File: src/rtl/ps2_pkg.sv
// ---------------------------------------------------------------------------
// ps2_pkg
// Shared definitions for the PS/2 keyboard receiver:
//   PS2_EXT / PS2_BRK  - prefix bytes for extended keys and key releases
//   ps2_evt_t          - one decoded key event, also the event FIFO word
//   odd_parity_ok()    - frame parity check (data + parity has odd ones)
// ---------------------------------------------------------------------------
package ps2_pkg;

  localparam logic [7:0] PS2_EXT = 8'hE0;
  localparam logic [7:0] PS2_BRK = 8'hF0;

  typedef struct packed {
    logic       ext;   // byte was preceded by E0
    logic       brk;   // byte was preceded by F0 (key release)
    logic [7:0] code;  // scan code
  } ps2_evt_t;

  function automatic logic odd_parity_ok(input logic [7:0] data, input logic par);
    return ^{data, par};
  endfunction

endpackage

File: src/rtl/ps2_frame_rx.sv
// ---------------------------------------------------------------------------
// ps2_frame_rx
// Bit-level PS/2 deframer. Synchronises the raw PS/2 lines, samples data on
// each ps2_clk falling edge, assembles 11-bit frames and checks start,
// parity and stop. A stalled partial frame is discarded after TIMEOUT_CYC
// clk cycles without a falling edge.
// Ports:
//   clk, rst     - system clock, synchronous active-high reset
//   ps2_clk      - raw PS/2 clock (asynchronous)
//   ps2_data     - raw PS/2 data (asynchronous)
//   byte_valid   - one-cycle pulse, rx_byte holds a good frame's data
//   rx_byte      - received data byte
//   frame_err    - one-cycle pulse, the frame just completed was rejected
// Both pulses occur the cycle after the stop-bit edge is detected.
// ---------------------------------------------------------------------------
module ps2_frame_rx
  import ps2_pkg::*;
#(
  parameter int SYNC_STAGES = 3,
  parameter int TIMEOUT_CYC = 50000
) (
  input  logic       clk,
  input  logic       rst,
  input  logic       ps2_clk,
  input  logic       ps2_data,
  output logic       byte_valid,
  output logic [7:0] rx_byte,
  output logic       frame_err
);

  localparam int TMO_W = $clog2(TIMEOUT_CYC + 1);

  logic [SYNC_STAGES-1:0] clk_sync_q, clk_sync_d;
  logic [SYNC_STAGES-1:0] data_sync_q, data_sync_d;
  logic                   clk_prev_q, clk_prev_d;
  logic [3:0]             bit_cnt_q, bit_cnt_d;
  logic [7:0]             shift_q, shift_d;
  logic                   start_bad_q, start_bad_d;
  logic                   par_q, par_d;
  logic [TMO_W-1:0]       tmo_cnt_q, tmo_cnt_d;
  logic                   byte_valid_q, byte_valid_d;
  logic                   frame_err_q, frame_err_d;
  logic [7:0]             byte_q, byte_d;

  logic fall;
  logic din;

  always_comb begin
    // Synchroniser chains shift in from bit 0; the last stage is the clean copy.
    clk_sync_d  = {clk_sync_q[SYNC_STAGES-2:0], ps2_clk};
    data_sync_d = {data_sync_q[SYNC_STAGES-2:0], ps2_data};
    clk_prev_d  = clk_sync_q[SYNC_STAGES-1];

    fall = clk_prev_q & ~clk_sync_q[SYNC_STAGES-1];
    din  = data_sync_q[SYNC_STAGES-1];

    bit_cnt_d    = bit_cnt_q;
    shift_d      = shift_q;
    start_bad_d  = start_bad_q;
    par_d        = par_q;
    tmo_cnt_d    = tmo_cnt_q;
    byte_valid_d = 1'b0;
    frame_err_d  = 1'b0;
    byte_d       = byte_q;

    if (fall) begin
      tmo_cnt_d = '0;
      case (bit_cnt_q)
        4'd0:    start_bad_d = din;
        4'd9:    par_d       = din;
        4'd10: begin
          // Stop bit: the whole frame is judged here, all-or-nothing.
          if (!start_bad_q && odd_parity_ok(shift_q, par_q) && din) begin
            byte_valid_d = 1'b1;
            byte_d       = shift_q;
          end else begin
            frame_err_d  = 1'b1;
          end
        end
        default: shift_d = {din, shift_q[7:1]};  // data arrives LSB first
      endcase
      bit_cnt_d = (bit_cnt_q == 4'd10) ? 4'd0 : bit_cnt_q + 4'd1;
    end else if (bit_cnt_q != 4'd0) begin
      // Mid-frame with a quiet clock line: abandon the frame once stalled.
      if (tmo_cnt_q == TMO_W'(TIMEOUT_CYC - 1)) begin
        bit_cnt_d = 4'd0;
        tmo_cnt_d = '0;
      end else begin
        tmo_cnt_d = tmo_cnt_q + TMO_W'(1);
      end
    end else begin
      tmo_cnt_d = '0;
    end
  end

  // NOTE: sequential state uses non-blocking assignments only, so every flop
  // samples the values computed before the edge regardless of block order.
  always_ff @(posedge clk) begin
    if (rst) begin
      clk_sync_q   <= '0;
      data_sync_q  <= '0;
      clk_prev_q   <= 1'b0;
      bit_cnt_q    <= 4'd0;
      shift_q      <= 8'h00;
      start_bad_q  <= 1'b0;
      par_q        <= 1'b0;
      tmo_cnt_q    <= '0;
      byte_valid_q <= 1'b0;
      frame_err_q  <= 1'b0;
      byte_q       <= 8'h00;
    end else begin
      clk_sync_q   <= clk_sync_d;
      data_sync_q  <= data_sync_d;
      clk_prev_q   <= clk_prev_d;
      bit_cnt_q    <= bit_cnt_d;
      shift_q      <= shift_d;
      start_bad_q  <= start_bad_d;
      par_q        <= par_d;
      tmo_cnt_q    <= tmo_cnt_d;
      byte_valid_q <= byte_valid_d;
      frame_err_q  <= frame_err_d;
      byte_q       <= byte_d;
    end
  end

  assign byte_valid = byte_valid_q;
  assign rx_byte    = byte_q;
  assign frame_err  = frame_err_q;

endmodule

File: src/rtl/ps2_kbd_rx.sv
// ---------------------------------------------------------------------------
// ps2_kbd_rx
// PS/2 keyboard receiver: deframes bytes (ps2_frame_rx), folds E0/F0
// prefixes into single key events, buffers them in a first-word
// fall-through FIFO and keeps typematic-aware key press statistics.
// Ports:
//   clk, rst            - system clock, synchronous active-high reset
//   ps2_clk, ps2_data   - raw PS/2 lines (asynchronous, input only)
//   out_ready           - consumer takes the head event
//   out_valid           - FIFO non-empty
//   out_code/ext/break  - head event fields (0 when empty)
//   key_count           - number of new key presses, wraps
//   key_held            - a key is currently held
//   cur_code/cur_ext    - last make event
//   parity_err          - one-cycle pulse on a rejected frame
//   overflow            - sticky, an event was dropped on a full FIFO
// ---------------------------------------------------------------------------
module ps2_kbd_rx
  import ps2_pkg::*;
#(
  parameter int FIFO_DEPTH  = 8,
  parameter int CNT_W       = 8,
  parameter int SYNC_STAGES = 3,
  parameter int TIMEOUT_CYC = 50000
) (
  input  logic             clk,
  input  logic             rst,
  input  logic             ps2_clk,
  input  logic             ps2_data,
  input  logic             out_ready,
  output logic             out_valid,
  output logic [7:0]       out_code,
  output logic             out_ext,
  output logic             out_break,
  output logic [CNT_W-1:0] key_count,
  output logic             key_held,
  output logic [7:0]       cur_code,
  output logic             cur_ext,
  output logic             parity_err,
  output logic             overflow
);

  localparam int AW = $clog2(FIFO_DEPTH);
  localparam int PW = AW + 1;  // extra wrap bit tells full from empty

  logic       byte_valid;
  logic [7:0] rx_byte;
  logic       frame_err;

  ps2_frame_rx #(
    .SYNC_STAGES (SYNC_STAGES),
    .TIMEOUT_CYC (TIMEOUT_CYC)
  ) u_frame_rx (
    .clk        (clk),
    .rst        (rst),
    .ps2_clk    (ps2_clk),
    .ps2_data   (ps2_data),
    .byte_valid (byte_valid),
    .rx_byte    (rx_byte),
    .frame_err  (frame_err)
  );

  // ---------------- decoder ----------------
  logic     ext_pend_q, ext_pend_d;
  logic     brk_pend_q, brk_pend_d;
  logic     evt_push;
  ps2_evt_t evt;

  always_comb begin
    ext_pend_d = ext_pend_q;
    brk_pend_d = brk_pend_q;
    evt_push   = 1'b0;
    evt        = '{ext: ext_pend_q, brk: brk_pend_q, code: rx_byte};
    if (byte_valid) begin
      if (rx_byte == PS2_EXT) begin
        ext_pend_d = 1'b1;
      end else if (rx_byte == PS2_BRK) begin
        brk_pend_d = 1'b1;
      end else begin
        evt_push   = 1'b1;
        ext_pend_d = 1'b0;
        brk_pend_d = 1'b0;
      end
    end
  end

  // ---------------- event FIFO ----------------
  ps2_evt_t        mem_q [FIFO_DEPTH];
  logic [PW-1:0]   wr_ptr_q, wr_ptr_d;
  logic [PW-1:0]   rd_ptr_q, rd_ptr_d;
  logic            overflow_q, overflow_d;
  logic            fifo_empty, fifo_full, pop, push_ok;
  ps2_evt_t        head;

  always_comb begin
    fifo_empty = (wr_ptr_q == rd_ptr_q);
    fifo_full  = (wr_ptr_q[AW] != rd_ptr_q[AW]) &&
                 (wr_ptr_q[AW-1:0] == rd_ptr_q[AW-1:0]);
    pop        = !fifo_empty && out_ready;
    // A pop in the same cycle frees the slot the push lands in.
    push_ok    = evt_push && (!fifo_full || pop);
    wr_ptr_d   = push_ok ? wr_ptr_q + PW'(1) : wr_ptr_q;
    rd_ptr_d   = pop     ? rd_ptr_q + PW'(1) : rd_ptr_q;
    overflow_d = overflow_q || (evt_push && !push_ok);
    head       = mem_q[rd_ptr_q[AW-1:0]];
  end

  // NOTE: the storage array has no reset; validity comes from the pointers,
  // and the head is masked to 0 whenever the FIFO is empty.
  always_ff @(posedge clk) begin
    if (push_ok) begin
      mem_q[wr_ptr_q[AW-1:0]] <= evt;
    end
  end

  // ---------------- statistics ----------------
  logic [CNT_W-1:0] key_count_q, key_count_d;
  logic             key_held_q, key_held_d;
  logic [7:0]       cur_code_q, cur_code_d;
  logic             cur_ext_q, cur_ext_d;
  logic             same_key;

  always_comb begin
    key_count_d = key_count_q;
    key_held_d  = key_held_q;
    cur_code_d  = cur_code_q;
    cur_ext_d   = cur_ext_q;
    same_key    = ({evt.ext, evt.code} == {cur_ext_q, cur_code_q});
    if (evt_push) begin
      if (!evt.brk) begin
        // A make of the key already held is an auto-repeat, not a new press.
        if (!key_held_q || !same_key) begin
          key_count_d = key_count_q + CNT_W'(1);
        end
        key_held_d = 1'b1;
        cur_code_d = evt.code;
        cur_ext_d  = evt.ext;
      end else if (same_key) begin
        key_held_d = 1'b0;
      end
    end
  end

  always_ff @(posedge clk) begin
    if (rst) begin
      ext_pend_q  <= 1'b0;
      brk_pend_q  <= 1'b0;
      wr_ptr_q    <= '0;
      rd_ptr_q    <= '0;
      overflow_q  <= 1'b0;
      key_count_q <= '0;
      key_held_q  <= 1'b0;
      cur_code_q  <= 8'h00;
      cur_ext_q   <= 1'b0;
    end else begin
      ext_pend_q  <= ext_pend_d;
      brk_pend_q  <= brk_pend_d;
      wr_ptr_q    <= wr_ptr_d;
      rd_ptr_q    <= rd_ptr_d;
      overflow_q  <= overflow_d;
      key_count_q <= key_count_d;
      key_held_q  <= key_held_d;
      cur_code_q  <= cur_code_d;
      cur_ext_q   <= cur_ext_d;
    end
  end

  assign out_valid  = !fifo_empty;
  assign out_code   = fifo_empty ? 8'h00 : head.code;
  assign out_ext    = fifo_empty ? 1'b0  : head.ext;
  assign out_break  = fifo_empty ? 1'b0  : head.brk;
  assign key_count  = key_count_q;
  assign key_held   = key_held_q;
  assign cur_code   = cur_code_q;
  assign cur_ext    = cur_ext_q;
  assign parity_err = frame_err;
  assign overflow   = overflow_q;

endmodule

File: config.mk
export PLATFORM = sky130hd
export DESIGN_NAME = ps2_kbd_rx
export DESIGN_NICKNAME = d
export VERILOG_FILES = /design/src/rtl/ps2_pkg.sv /design/src/rtl/ps2_frame_rx.sv /design/src/rtl/ps2_kbd_rx.sv
export SDC_FILE = /design/constraint.sdc
export NUM_CORES = 1
export LEC_CHECK = 0
export CAP_MARGIN = 20
export CELL_PAD_IN_SITES_DETAIL_PLACEMENT = 1
export CELL_PAD_IN_SITES_GLOBAL_PLACEMENT = 1
export CORE_MARGIN = 3
export CORE_UTILIZATION = 50
export CTS_CLUSTER_SIZE = 40
export DETAILED_ROUTE_END_ITERATION = 16
export HOLD_SLACK_MARGIN = 0.03
export PLACE_DENSITY_LB_ADDON = 0.25
export REMOVE_ABC_BUFFERS = 1
export SKIP_LAST_GASP = 1
export SLEW_MARGIN = 20
export SYNTH_ARGS = -nofsm -noshare
export SYNTH_HDL_FRONTEND = slang
export SYNTH_SLANG_ARGS = --single-unit
File: constraint.sdc
create_clock -name clk -period 7.72 [get_ports clk]
set_clock_uncertainty 0.05 [all_clocks]
set_input_delay 1.544 -clock clk [delete_from_list [all_inputs] [get_ports clk]]
set_output_delay 1.544 -clock clk [all_outputs]
set_load 0.01 [all_outputs]
[After elaboration in Yosys (flattened, before gate mapping)]
Memory sizes are Yosys's and may differ from the RTL's. A register that Yosys moved wholly into a read port is not among the register bits.
Index checks and enable logic that the tools add are counted.
Storage, ports and cells
  flip-flop bits (word level): 76
  output and inout bits: 31
  input bits: 5
  memories: 1
  bits in writable memories: 80
  word-level logic and storage cells: 99
Memories
  mem_q: depth 8, bits a word 10, read ports 1, clocked after memory_dff 1, wr ports 1, RTL line ps2_kbd_rx.sv:88  | ps2_evt_t mem_q [FIFO_DEPTH];
Operators by class
  reductions and logical operators: 33
  add/sub/neg operators: 5
  muxes and demuxes: 21
  equality and inequality tests: 11
  bitwise logic cells: 8
Operator list (number)
  16-bit by 1-bit adder with 16-bit output, second input constant: 1
  16-bit equality test, second input constant: 1
  8-bit equality test, second input constant: 2
  4-bit two-way mux: 4
  2-bit AND reduction: 8
  1-bit two-way mux: 14
  4-bit by 1-bit adder with 4-bit output, second input constant: 3
  9-bit equality test: 1
  9-bit parity: 1
  8-bit by 1-bit adder with 8-bit output, second input constant: 1
  4-bit equality test, second input constant: 2
  8-bit two-way mux: 1
  1-bit inverter: 7
  1-bit logical AND: 6
  1-bit zero test: 6
  3-bit two-way mux: 2
  3-bit AND reduction: 2
  3-bit OR reduction: 2
  4-bit equality test: 1
  4-bit zero test: 1
  2-bit nonzero test: 2
  4-bit nonzero test: 1
  4-bit OR reduction: 1
  3-bit equality test: 1
  other kinds (5): 7

[Longest topological paths before layout]
  depth after elaboration: 8
  gate-level depth with buffers: 8
  depth with buffers taken out: 7

[By module]
From an unflattened synthesis, not the netlist that was laid out.
Unflattened totals
  cells, all modules: 522
  area total of the unflattened synthesis: 6576.3 µm²
Modules (own cells, without submodules)
  ps2_kbd_rx: seq. area each 3042.9 µm², cells each 309, instances 1, area each 4585.6 µm²
  ps2_frame_rx: seq. area each 940.9 µm², cells each 213, instances 1, area each 1990.7 µm²

[Worst setup path before layout]
Ideal clock, no wire load.
  path type: input to register
  start point: input out_ready
  end point: memory mem_q[4][0] in the netlist's numbering, enable pin
  path buffers: 0
  library setup time: 0.392 ns
  stages on the path: 4
  arrival time: 2.900 ns
  required time: 7.278 ns
  setup slack: 4.377 ns
  cells stage by stage: nor2_1 > a21oi_1 > nand2_1 > nor3b_1
On the way
  cells in the longest elaborated chain, start to end: 5
RTL lines
  start: declaration: RTL line ps2_kbd_rx.sv:30  | input logic out_ready,
  1-bit logical AND: RTL line ps2_kbd_rx.sv:99  | pop = !fifo_empty && out_ready;
  1-bit logical OR: RTL line ps2_kbd_rx.sv:101  | push_ok = evt_push && (!fifo_full || pop);
  1-bit logical AND: RTL line ps2_kbd_rx.sv:101
  1-bit two-way mux: RTL line ps2_kbd_rx.sv:111  | if (push_ok) begin
  1-bit two-way mux (implied by the code): RTL line ps2_kbd_rx.sv:112  | mem_q[wr_ptr_q[AW-1:0]] <= evt;
  end: declaration: RTL line ps2_kbd_rx.sv:88
No other way between the ends.

==> results.cfg <==
[run_status]
status = finished, final reports clean

[global_route]
grt_start_max_net_pins = 66
grt_usage_pct = 21.1
grt_pass1_vias = 4398
grt_pass1_wl_mm = 23.4
overflow = 0
grt_antenna_before_repair = 0

[critical_path]
worst-endpoint-required_ns = 6.13
cp_top_family = flip-flops
crit_buf_inv = 1
r2r_start = u_frame_rx.rx_byte[3]
worstPathMaxFanout = 20
worstPathArrival_ns = 2.61
start_kind = flip-flop
endpoint_kind = primary output
cp_slowest_stage_delay_ns = 0.95
slowest_stage = dfxtp_1
crit_path_cell_trace = mux4_2, mux2i_1, nor2_1, clkdlybuf4s50_1
crit_type = flip-flop to primary output

[routing]
drtPass1Iterations = 4
drt_wl_total_mm = 14.3
drc_errors = 0
drt_iter0_drc = 277
antenna_left = 0
via_count = 4128
via_per_inst = 5.56
wl_per_cell_um = 19.3

[clocking]
cts_made_buffers = 17
post-cts-setup-buffer-count = 0
clockBufferDepth = 2
insertion_delay_ns = 0.42
cts-resized-gates = 0
cts-hold-fix-buffers = 0
clock_sinks = 159
cts_root_buf = clkbuf_16
h-tree-depth = 4
clkTransAtPathRegs_ns = 0.06
cts_tree = built

[placement]
placed_area_um2 = 7050
hpwl_mm = 9.41
port_buffers = 35
gp_congestion = 0.750
dp_slack_ns = 3.72
dp_cells = 709

[cells_and_area]
final_cells = 742
fillCellCount = 1306
layout-drive-gt1-share_pct = 13.0
seq_area_um2 = 3980
antenna_cells = 0
fin_area_um2 = 7650
layout_commonest_cell = edfxtp_1
final_cell_mix = 80 x edfxtp_1, 79 x dfxtp_1, 58 x nor2_1, 35 x a21oi_1
multi_input_area_um2 = 2420
fin_nets = 566
fin_util_pct = 60.1
area_growth_pct = 16.8

[sta]
finalHoldViolCount = 0
fin_ws_ns = 3.51
holdWs_ns = 0.402
fmax_mhz = 238
setup_viol = 0
tightest_slew_ns = 1.01
rsz0062_at_grt = false
finalCriticalPeriod_ns = 4.21
min_period_over_period_pct = 54.5
slew_headroom_pct = 32.5
finalSetupTns_ns = 0
slew_viol_final = 0

[floorplanning]
core.rowCount = 41
die_h_um = 120
die_x_um = 120
num_io_pins = 36
start_util_pct = 51.5
dieArea_um2 = 14500
coreArea_um2 = 12700

[logic_synthesis]
yosys_warnings = 0
synth_edf_count = 80
syn-cell-area_um2 = 6550
synthFlopType = edfxtp_1
synthCells = 521
avgSynthCellArea_um2 = 12.6
ys_seq_area_share_pct = 60.9
ys_ff_latch = 159
synth_cell_types = 55
async_flop_share_pct = 0

[power]
power_density_nw_per_um2 = 225
ir_drop_mv = 0.149
power_mw = 1.72
power_leakage_nw = 2.56

[run]
maxCapViolCount = 0

[hold_path]
hold_path.class = flip-flop to flip-flop
min_from = u_frame_rx.clk_sync_q[0]
==> path summary, 6_finish.rpt <==
| check | end | cells past startpoint | slack (ns) |
|---|---|---|---|
| max reg2reg | mem_q[6][1] | 5 | 4.95 |
| min | u_frame_rx.clk_sync_q[1] | 1 | 0.40 |
| max | out_code[7] | 4 | 3.51 |
| min reg2reg | u_frame_rx.clk_sync_q[1] | 1 | 0.40 |
==> report_power, final <==
part	switching [mW]	internal, mW
Sequential	0.000985	0.879
Clock	0.334	0.494
Combinational	0.00808	0.00346
Total	0.343	1.38
==> routing by layer <==
metal	routed length, um	global-route usage, %	vias up
li1	-	-	1981
met1	6140	26.1	2069
met2	7510	35.9	59
met3	389	4.16	19
met4	256	9.56	0
met5	0	0	-
==> worst register-to-register path, stage by stage (launching register included) <==
cell and delay (ns):
dfxtp_1 0.61, nand4b_1 0.24, o21ai_1 0.19, a21oi_1 0.31, nand2_1 0.19, nor2_1 0.79
==> cells by family (layout without fill, tap and decap cells) <==
kind of cell,Yosys count,in the layout,synth area share [%]
and+or+nand+nor,176,176,13.5
DFF,159,159,60.9
AOI/OAI and AO/OA,65,65,6.15
muxes,43,43,10.5
xor gates and xnor gates,40,40,6.10
buffers and inverters,34,83,2.22
adders and majority gates,4,4,0.765
==> registers in the layout, summed over array words and instances, names as in the netlist, 3 cells and up, named ones only <==
signal / count
cur_code: 8
key_count: 8
mem_q: 80
rd_ptr_q: 4
u_frame_rx.bit_cnt_q: 4
u_frame_rx.clk_sync_q: 3
u_frame_rx.data_sync_q: 3
u_frame_rx.rx_byte: 8
u_frame_rx.shift_q: 8
u_frame_rx.tmo_cnt_q: 16
wr_ptr_q: 4
==> Yosys cell counts, drive strengths merged, types with 11 or more instances <==
cell | number | area share, %
clkbuf | 16 | 0.94
nand3 | 13 | 0.99
a21oi | 35 | 2.7
edfxtp | 80 | 37
buf | 11 | 0.88
xnor2 | 17 | 2.7
mux4 | 20 | 6.9
nor3 | 12 | 0.92
nor2b | 13 | 1.2
nand2 | 35 | 2.0
dfxtp | 79 | 24
nor2 | 58 | 3.3
mux2i | 20 | 3.1
nand4 | 15 | 1.5
xor2 | 22 | 3.1
==> cell type report <==
cell class	instances	share of cell area (%)
sequential	159	52.1
timing repair buffer	44	5.40
tap	172	2.81
inverter	7	0.344
clock inverter	12	1.77
clock buffer	20	5.97
multi-input combinational	328	31.6
No activity file was read; power rests on OpenSTA's default activity.
